--- src/rtl/ascon_pkg.sv ---
// -----------------------------------------------------------------------------
// ascon_pkg
// Shared types and constants for the iterative Ascon-p permutation engine.
//   state_t      : 320-bit state as five 64-bit lanes, x0 = state[0].
//   fsm_t        : controller states of the permutation engine.
//   round_const  : round constant for round index r (0..11 -> 0xF0..0x4B).
//   ROT_A/ROT_B  : per-lane rotate-right amounts of the linear layer.
//   ror64        : 64-bit rotate right by a constant amount.
// -----------------------------------------------------------------------------
package ascon_pkg;

    typedef logic [4:0][63:0] state_t;

    typedef enum logic [1:0] {
        IDLE = 2'd0,
        RUN  = 2'd1,
        DONE = 2'd2
    } fsm_t;

    localparam int ASCON_MAX_ROUNDS = 12;

    // Linear layer: x_i ^= ror(x_i, ROT_A[i]) ^ ror(x_i, ROT_B[i])
    localparam int ROT_A [5] = '{19, 61, 1, 10, 7};
    localparam int ROT_B [5] = '{28, 39, 6, 17, 41};

    // Upper nibble counts down while the lower nibble counts up.
    function automatic logic [7:0] round_const(input logic [3:0] r);
        return {4'hF - r, r};
    endfunction

    // Only ever called with constant amounts in 1..63, so both shifts are real.
    function automatic logic [63:0] ror64(input logic [63:0] x, input int unsigned amt);
        return (x >> amt) | (x << (64 - amt));
    endfunction

endpackage

--- src/rtl/ascon_round.sv ---
// -----------------------------------------------------------------------------
// ascon_round
// One combinational Ascon-p round: constant addition, bitsliced 5-bit S-box,
// and the per-lane linear diffusion layer.
// Ports:
//   state_i  in  320  state entering the round (x0 = state_i[0])
//   rc_i     in  8    round constant, XORed into the low byte of x2
//   state_o  out 320  state after the round
// -----------------------------------------------------------------------------
module ascon_round
    import ascon_pkg::*;
(
    input  logic [4:0][63:0] state_i,
    input  logic [7:0]       rc_i,
    output logic [4:0][63:0] state_o
);

    state_t x;
    state_t t;

    always_comb begin
        // NOTE: every variable written here gets a value first, so no path
        // leaves it holding an old value and no latch is inferred.
        x       = state_i;
        t       = '0;
        state_o = '0;

        // NOTE: blocking assignments are deliberate in combinational logic:
        // each S-box step must see the result of the step before it.
        x[2] = x[2] ^ {56'b0, rc_i};

        // S-box, bitsliced across all 64 columns at once
        x[0] = x[0] ^ x[4];
        x[4] = x[4] ^ x[3];
        x[2] = x[2] ^ x[1];
        for (int i = 0; i < 5; i++) begin
            t[i] = ~x[i] & x[(i + 1) % 5];
        end
        for (int i = 0; i < 5; i++) begin
            x[i] = x[i] ^ t[(i + 1) % 5];
        end
        x[1] = x[1] ^ x[0];
        x[0] = x[0] ^ x[4];
        x[3] = x[3] ^ x[2];
        x[2] = ~x[2];

        // Linear layer
        for (int i = 0; i < 5; i++) begin
            state_o[i] = x[i] ^ ror64(x[i], ROT_A[i]) ^ ror64(x[i], ROT_B[i]);
        end
    end

endmodule

--- src/rtl/ascon_perm.sv ---
// -----------------------------------------------------------------------------
// ascon_perm
// Iterative Ascon-p permutation: one round per clock on a 320-bit state.
// A start in IDLE loads state_i and the clamped round count n; the engine then
// runs rounds MAX_ROUNDS-n .. MAX_ROUNDS-1 and pulses done_o for one cycle.
// Ports:
//   clk_i     in  1        clock
//   rst_n_i   in  1        asynchronous active-low reset
//   start_i   in  1        request a permutation (sampled only in IDLE)
//   rounds_i  in  RND_W    number of rounds, clamped to MAX_ROUNDS
//   state_i   in  320      input state, x0 = state_i[0]
//   state_o   out 320      working/result state register
//   busy_o    out 1        rounds in progress
//   done_o    out 1        one-cycle completion pulse, state_o valid
//   ready_o   out 1        idle; a start will be accepted
// -----------------------------------------------------------------------------
module ascon_perm
    import ascon_pkg::*;
#(
    parameter int MAX_ROUNDS = ASCON_MAX_ROUNDS,
    // The round counter must be able to hold MAX_ROUNDS itself.
    parameter int RND_W      = 4
) (
    input  logic             clk_i,
    input  logic             rst_n_i,
    input  logic             start_i,
    input  logic [RND_W-1:0] rounds_i,
    input  logic [4:0][63:0] state_i,
    output logic [4:0][63:0] state_o,
    output logic             busy_o,
    output logic             done_o,
    output logic             ready_o
);

    localparam logic [RND_W-1:0] MAX_R  = RND_W'(MAX_ROUNDS);
    localparam logic [RND_W-1:0] LAST_R = RND_W'(MAX_ROUNDS - 1);

    fsm_t             fsm_q, fsm_d;
    logic [RND_W-1:0] rnd_q, rnd_d;
    logic [RND_W-1:0] n_rounds;
    state_t           st_q, st_d;
    state_t           round_out;

    ascon_round u_round (
        .state_i (st_q),
        .rc_i    (round_const(4'(rnd_q))),
        .state_o (round_out)
    );

    always_comb begin
        fsm_d    = fsm_q;
        rnd_d    = rnd_q;
        st_d     = st_q;
        n_rounds = (rounds_i > MAX_R) ? MAX_R : rounds_i;

        case (fsm_q)
            IDLE: begin
                if (start_i) begin
                    st_d  = state_i;
                    // Starting index so that the last round run is always MAX_ROUNDS-1.
                    rnd_d = MAX_R - n_rounds;
                    fsm_d = (n_rounds == '0) ? DONE : RUN;
                end
            end
            RUN: begin
                st_d  = round_out;
                rnd_d = rnd_q + RND_W'(1);
                if (rnd_q == LAST_R) begin
                    fsm_d = DONE;
                end
            end
            DONE:    fsm_d = IDLE;
            default: fsm_d = IDLE;
        endcase

        // Moore outputs straight from the state register: reset forces them at once.
        ready_o = (fsm_q == IDLE);
        busy_o  = (fsm_q == RUN);
        done_o  = (fsm_q == DONE);
        state_o = st_q;
    end

    // NOTE: the wide state register is reset too, so state_o reads zero out of
    // reset rather than whatever the flops powered up with.
    always_ff @(posedge clk_i or negedge rst_n_i) begin
        if (!rst_n_i) begin
            fsm_q <= IDLE;
            rnd_q <= '0;
            st_q  <= '0;
        end else begin
            // NOTE: non-blocking updates so every register samples pre-edge values.
            fsm_q <= fsm_d;
            rnd_q <= rnd_d;
            st_q  <= st_d;
        end
    end

endmodule

--- config.mk ---
export PLATFORM = sky130hd
export DESIGN_NAME = ascon_perm
export DESIGN_NICKNAME = d
export VERILOG_FILES = /design/src/rtl/ascon_pkg.sv /design/src/rtl/ascon_round.sv /design/src/rtl/ascon_perm.sv
export SDC_FILE = /design/constraint.sdc
export NUM_CORES = 2
export LEC_CHECK = 0
export ABC_AREA = 1
export CORE_AREA = 2 2 383 385
export CTS_BUF_LIST = sky130_fd_sc_hd__clkbuf_2 sky130_fd_sc_hd__clkbuf_4 sky130_fd_sc_hd__clkbuf_8
export DETAILED_ROUTE_END_ITERATION = 16
export DIE_AREA = 0 0 385 387
export MAX_ROUTING_LAYER = met4
export PLACE_DENSITY = 0.46
export SLEW_MARGIN = 20
export SYNTH_ARGS = -nofsm -noshare
export SYNTH_HDL_FRONTEND = slang
export SYNTH_SLANG_ARGS = --single-unit
--- constraint.sdc ---
create_clock -name clk_i -period 2.8 [get_ports clk_i]
set_input_delay 0.7 -clock clk_i [delete_from_list [all_inputs] [get_ports clk_i]]
set_output_delay 0.7 -clock clk_i [all_outputs]
set_load 0.1 [all_outputs]
==> impl_results.md <==
* Status: finished clean
* Mapped Cells at 6,286
* Number of synthesis warnings at 0
* Top post-synthesis cells by count: nand2_1 (3,018), nand3_1 (678), nor2_1 (593)
* Sequential Area at 0.008163 mm^2
* Cell taking the most area after synthesis: nand2_1
* Critical path type: reg2reg
* Final-layout fill cell count at 16.14k
* Critical Path RT at roughly 3500 ps
* Total grt overflow at 0
* Met1 Use GR at about 48%
* Multi-input gate area at 0.02511 mm^2
* Crit-path cells: ha_1 -> xor2_2 -> inv_1 -> xor2_1 -> nand2_1 -> nand3_1 -> nand3_1 -> nand2_1 -> nand2_1
* Final period util at between 90 and 100%
* Met3 GRT Util at 5.148%
* Primary FF master, synth: dfrtp_1
* Sequential fraction of the synthesis area at a little under a quarter
* Remaining routing DRC violations at 0
* CP most frequent cell: nand2_1
* Grt met2 use at 56.22%
* Worst-skew pair later-pin latency at 800 ps
* Post-synth cell types at 37
* R2r startpoint: state_o[297]$_DFFE_PN0P_
* Hpwl dp at 244,100 um
* EDFF count, synth at 0
* Worst Setup SP: state_o[297]$_DFFE_PN0P_
* Worst Reg-to-Reg Cells at 9
* Row count at 140
* Critical path capture point: state_o[223]$_DFFE_PN0P_
* Synth top area cells: nand2_1 (31%), dfrtp_1 (23%), nand3_1 (9.4%), nor2_1 (6.2%), inv_1 (5.7%)
* CP Capture Type: flip-flop
* Critical path's slowest cell: dfrtp_1
* Placer Congestion at 1.089
* Worst-path clk slew at 60 ps
* GR peak layer: met2
* Final Hold Violating Endpoints at 0
* Rel. slew slack at just over 30%
* Post-synthesis async set-or-reset flop share at 100.0%
* Critical Path AT at 3440 ps
* Post-synth top area share at a little under a third
* DRT iter0 DRCs at approximately 5.5k
* Peak fanout along the critical path at 5
* Largest net degree at the start of global routing at 138
* Slowest cell delay on critical path at 700 ps
* Final Critical Period at 2757 ps
* Nets@finish at approximately 8k
* Area growth from synthesis to layout at 42.27%
* Die Wd at approximately 390 um
* Layout Skew at 21.58 ps
* Number of vias per cell at about 5
* Drt first pass iters at 6
* Antenna violations before repair at 25
* Mapped Area at 0.03604 mm^2
* Layout cell share with drive strength beyond 1 at between 10% and 20%
* First-pass GRT wire length at 366,900 um
* Die height at 387 um
* Synth Area per Inst at 5.734 um^2
* Vias in the first global route at 43.50k
* # IOs at 650
* Max clock buf depth at 3
* Flops & latches, synth at 326
* Count leader, synth: nand2_1
* Post-DP Area at 0.04977 mm^2
* Fin. max-slew vios at 0
* RSZ-0062 raised after global routing: false
* Maximum clock frequency at 362.7 MHz
* Worst Max-Slew Pin Slew at 1036 ps
* Vias at 47.89k
* Min-Delay Path Class: in2async
* CTS Buf Count at 72
* R2r endpoint: state_o[223]$_DFFE_PN0P_
* Total GRT Usage at 37.36%
* Fin area at 0.05128 mm^2
* Full die area at 0.1490 mm^2
* FF-to-FF setup slack at ~43 ps
* Routed WL at 279,400 um
* PortBufs at between 600 and 700
* H-tree Lvls at 3
* CTS Sinks at 326
* Antenna Nets Post-Route at 0
* Fin util at 35.40%
* Core area at 0.1449 mm^2
* Initial Util at 24.88%
* Mapped Nets at 6,743
* Root buf cell: clkbuf_8
* Startpoint Class: flip-flop
* CTS tree: yes
* Max cap viols at 0
* Setup violations, final at 0
* Drt wl/cell at 29.24 um
flip-flops by register name (all words and copies together) (netlist names):
name     cells
fsm_q        2
rnd_q        4
state_o    320
stage by stage:
| stage | cells | setup WS [ps] | hold slack, ps | setup TNS, ps |
|---|---|---|---|---|
| after CTS | 9545 | 3.859 | 399.7 | 0 |
| after detailed placement | 9422 | -89.16 | 504.7 | -89.16 |
| after floorplan | 6286 | 6.058 | 404.4 | 0 |
| after global routing | 9554 | 22.63 | 420.6 | 0 |
| final | 9558 | 42.76 | 434.1 | 0 |
| after global placement | 9422 | -54.59 | 526.0 | -54.59 |
layout make-up:
cell class | count | share of cell area (%)
Tap cell | 1917 | 4.678
Sequential cell | 326 | 15.92
Clock buffer | 105 | 2.562
Clock inverter | 17 | 0.2586
Timing Repair Buffer | 1363 | 23.30
Multi-Input combinational cell | 5238 | 48.96
Antenna cell | 13 | 0.06344
Inverter | 579 | 4.255
kinds of logic (layout without fill, tap and decap cells):
group / count (synthesis) / count (layout) / share of synthesized area (%)
AO/OA/AOI/OAI: 385 / 385 / 5.961
XOR/XNOR: 388 / 388 / 11.25
adder cells (fa/ha/maj): 130 / 130 / 4.513
buffers and inverters: 722 / 2064 / 7.797
flip-flops: 326 / 326 / 22.63
other: 0 / 13 / 0
AND/OR/NAND/NOR: 4335 / 4335 / 47.84
per-layer routing:
metal	vias up	part of all wire, %
met5	-	0
met4	0	6.6
met3	377	6.7
met2	2188	44
met1	23213	43
li1	22110	-
cell usage in the layout (no fill, tap or decap), types with 3 or more instances in the layout:
master,count
nand2_1,3018
buf_4,964
nand3_1,678
nor2_1,593
inv_1,543
clkdlybuf4s50_1,325
dfrtp_1,324
o21ai_0,240
xor2_1,227
ha_1,130
xnor2_1,90
clkbuf_8,84
buf_12,71
o21ai_1,57
a21oi_1,36
inv_2,34
nand2_2,34
xnor2_2,34
a21boi_2,25
xor2_2,23
clkbuf_4,21
diode_2,13
o22ai_1,11
clkinv_2,10
o211ai_1,9
xnor2_4,8
nand3b_1,6
xor2_4,6
clkinvlp_4,5
nor3_1,3
worst max-delay path, delay by kind of cell, from the launching register on:
family / cells / cell delay, ps
adders and majority gates: 1 / 360
buffers and inverters: 1 / 190
and+or+nand+nor: 5 / 580
xor gates and xnor gates: 2 / 800
DFF: 1 / 700
worst min-delay path by stage:
| stage | startpoint | to | slack, ps |
|---|---|---|---|
| 2_1_floorplan | rst_n_i | fsm_q[0]$_DFFE_PN0P_ | 400 |
| 3_3_place_gp | state_o[221]$_DFFE_PN0P_ | state_o[221]$_DFFE_PN0P_ | 530 |
| 3_5_place_dp | state_o[221]$_DFFE_PN0P_ | state_o[221]$_DFFE_PN0P_ | 500 |
| 4_1_cts | rst_n_i | state_o[212]$_DFFE_PN0P_ | 400 |
| 5_1_grt | rst_n_i | state_o[212]$_DFFE_PN0P_ | 420 |
| 6_report | rst_n_i | state_o[212]$_DFFE_PN0P_ | 430 |
timing repair:
| item | CTS | global route |
|---|---|---|
| buffers inserted | 0 | 0 |
| gates resized for setup | 1 | 3 |
| endpoints found under the hold margin | 32 | 0 |
| pin swaps | 0 | 0 |
| setup endpoints to repair | 1 | 4 |
| hold buffers | 1 | 0 |
Power is left out: the tool's default activity adds up to more than one toggle a clock period on the data nets, which glitch-free logic cannot reach.
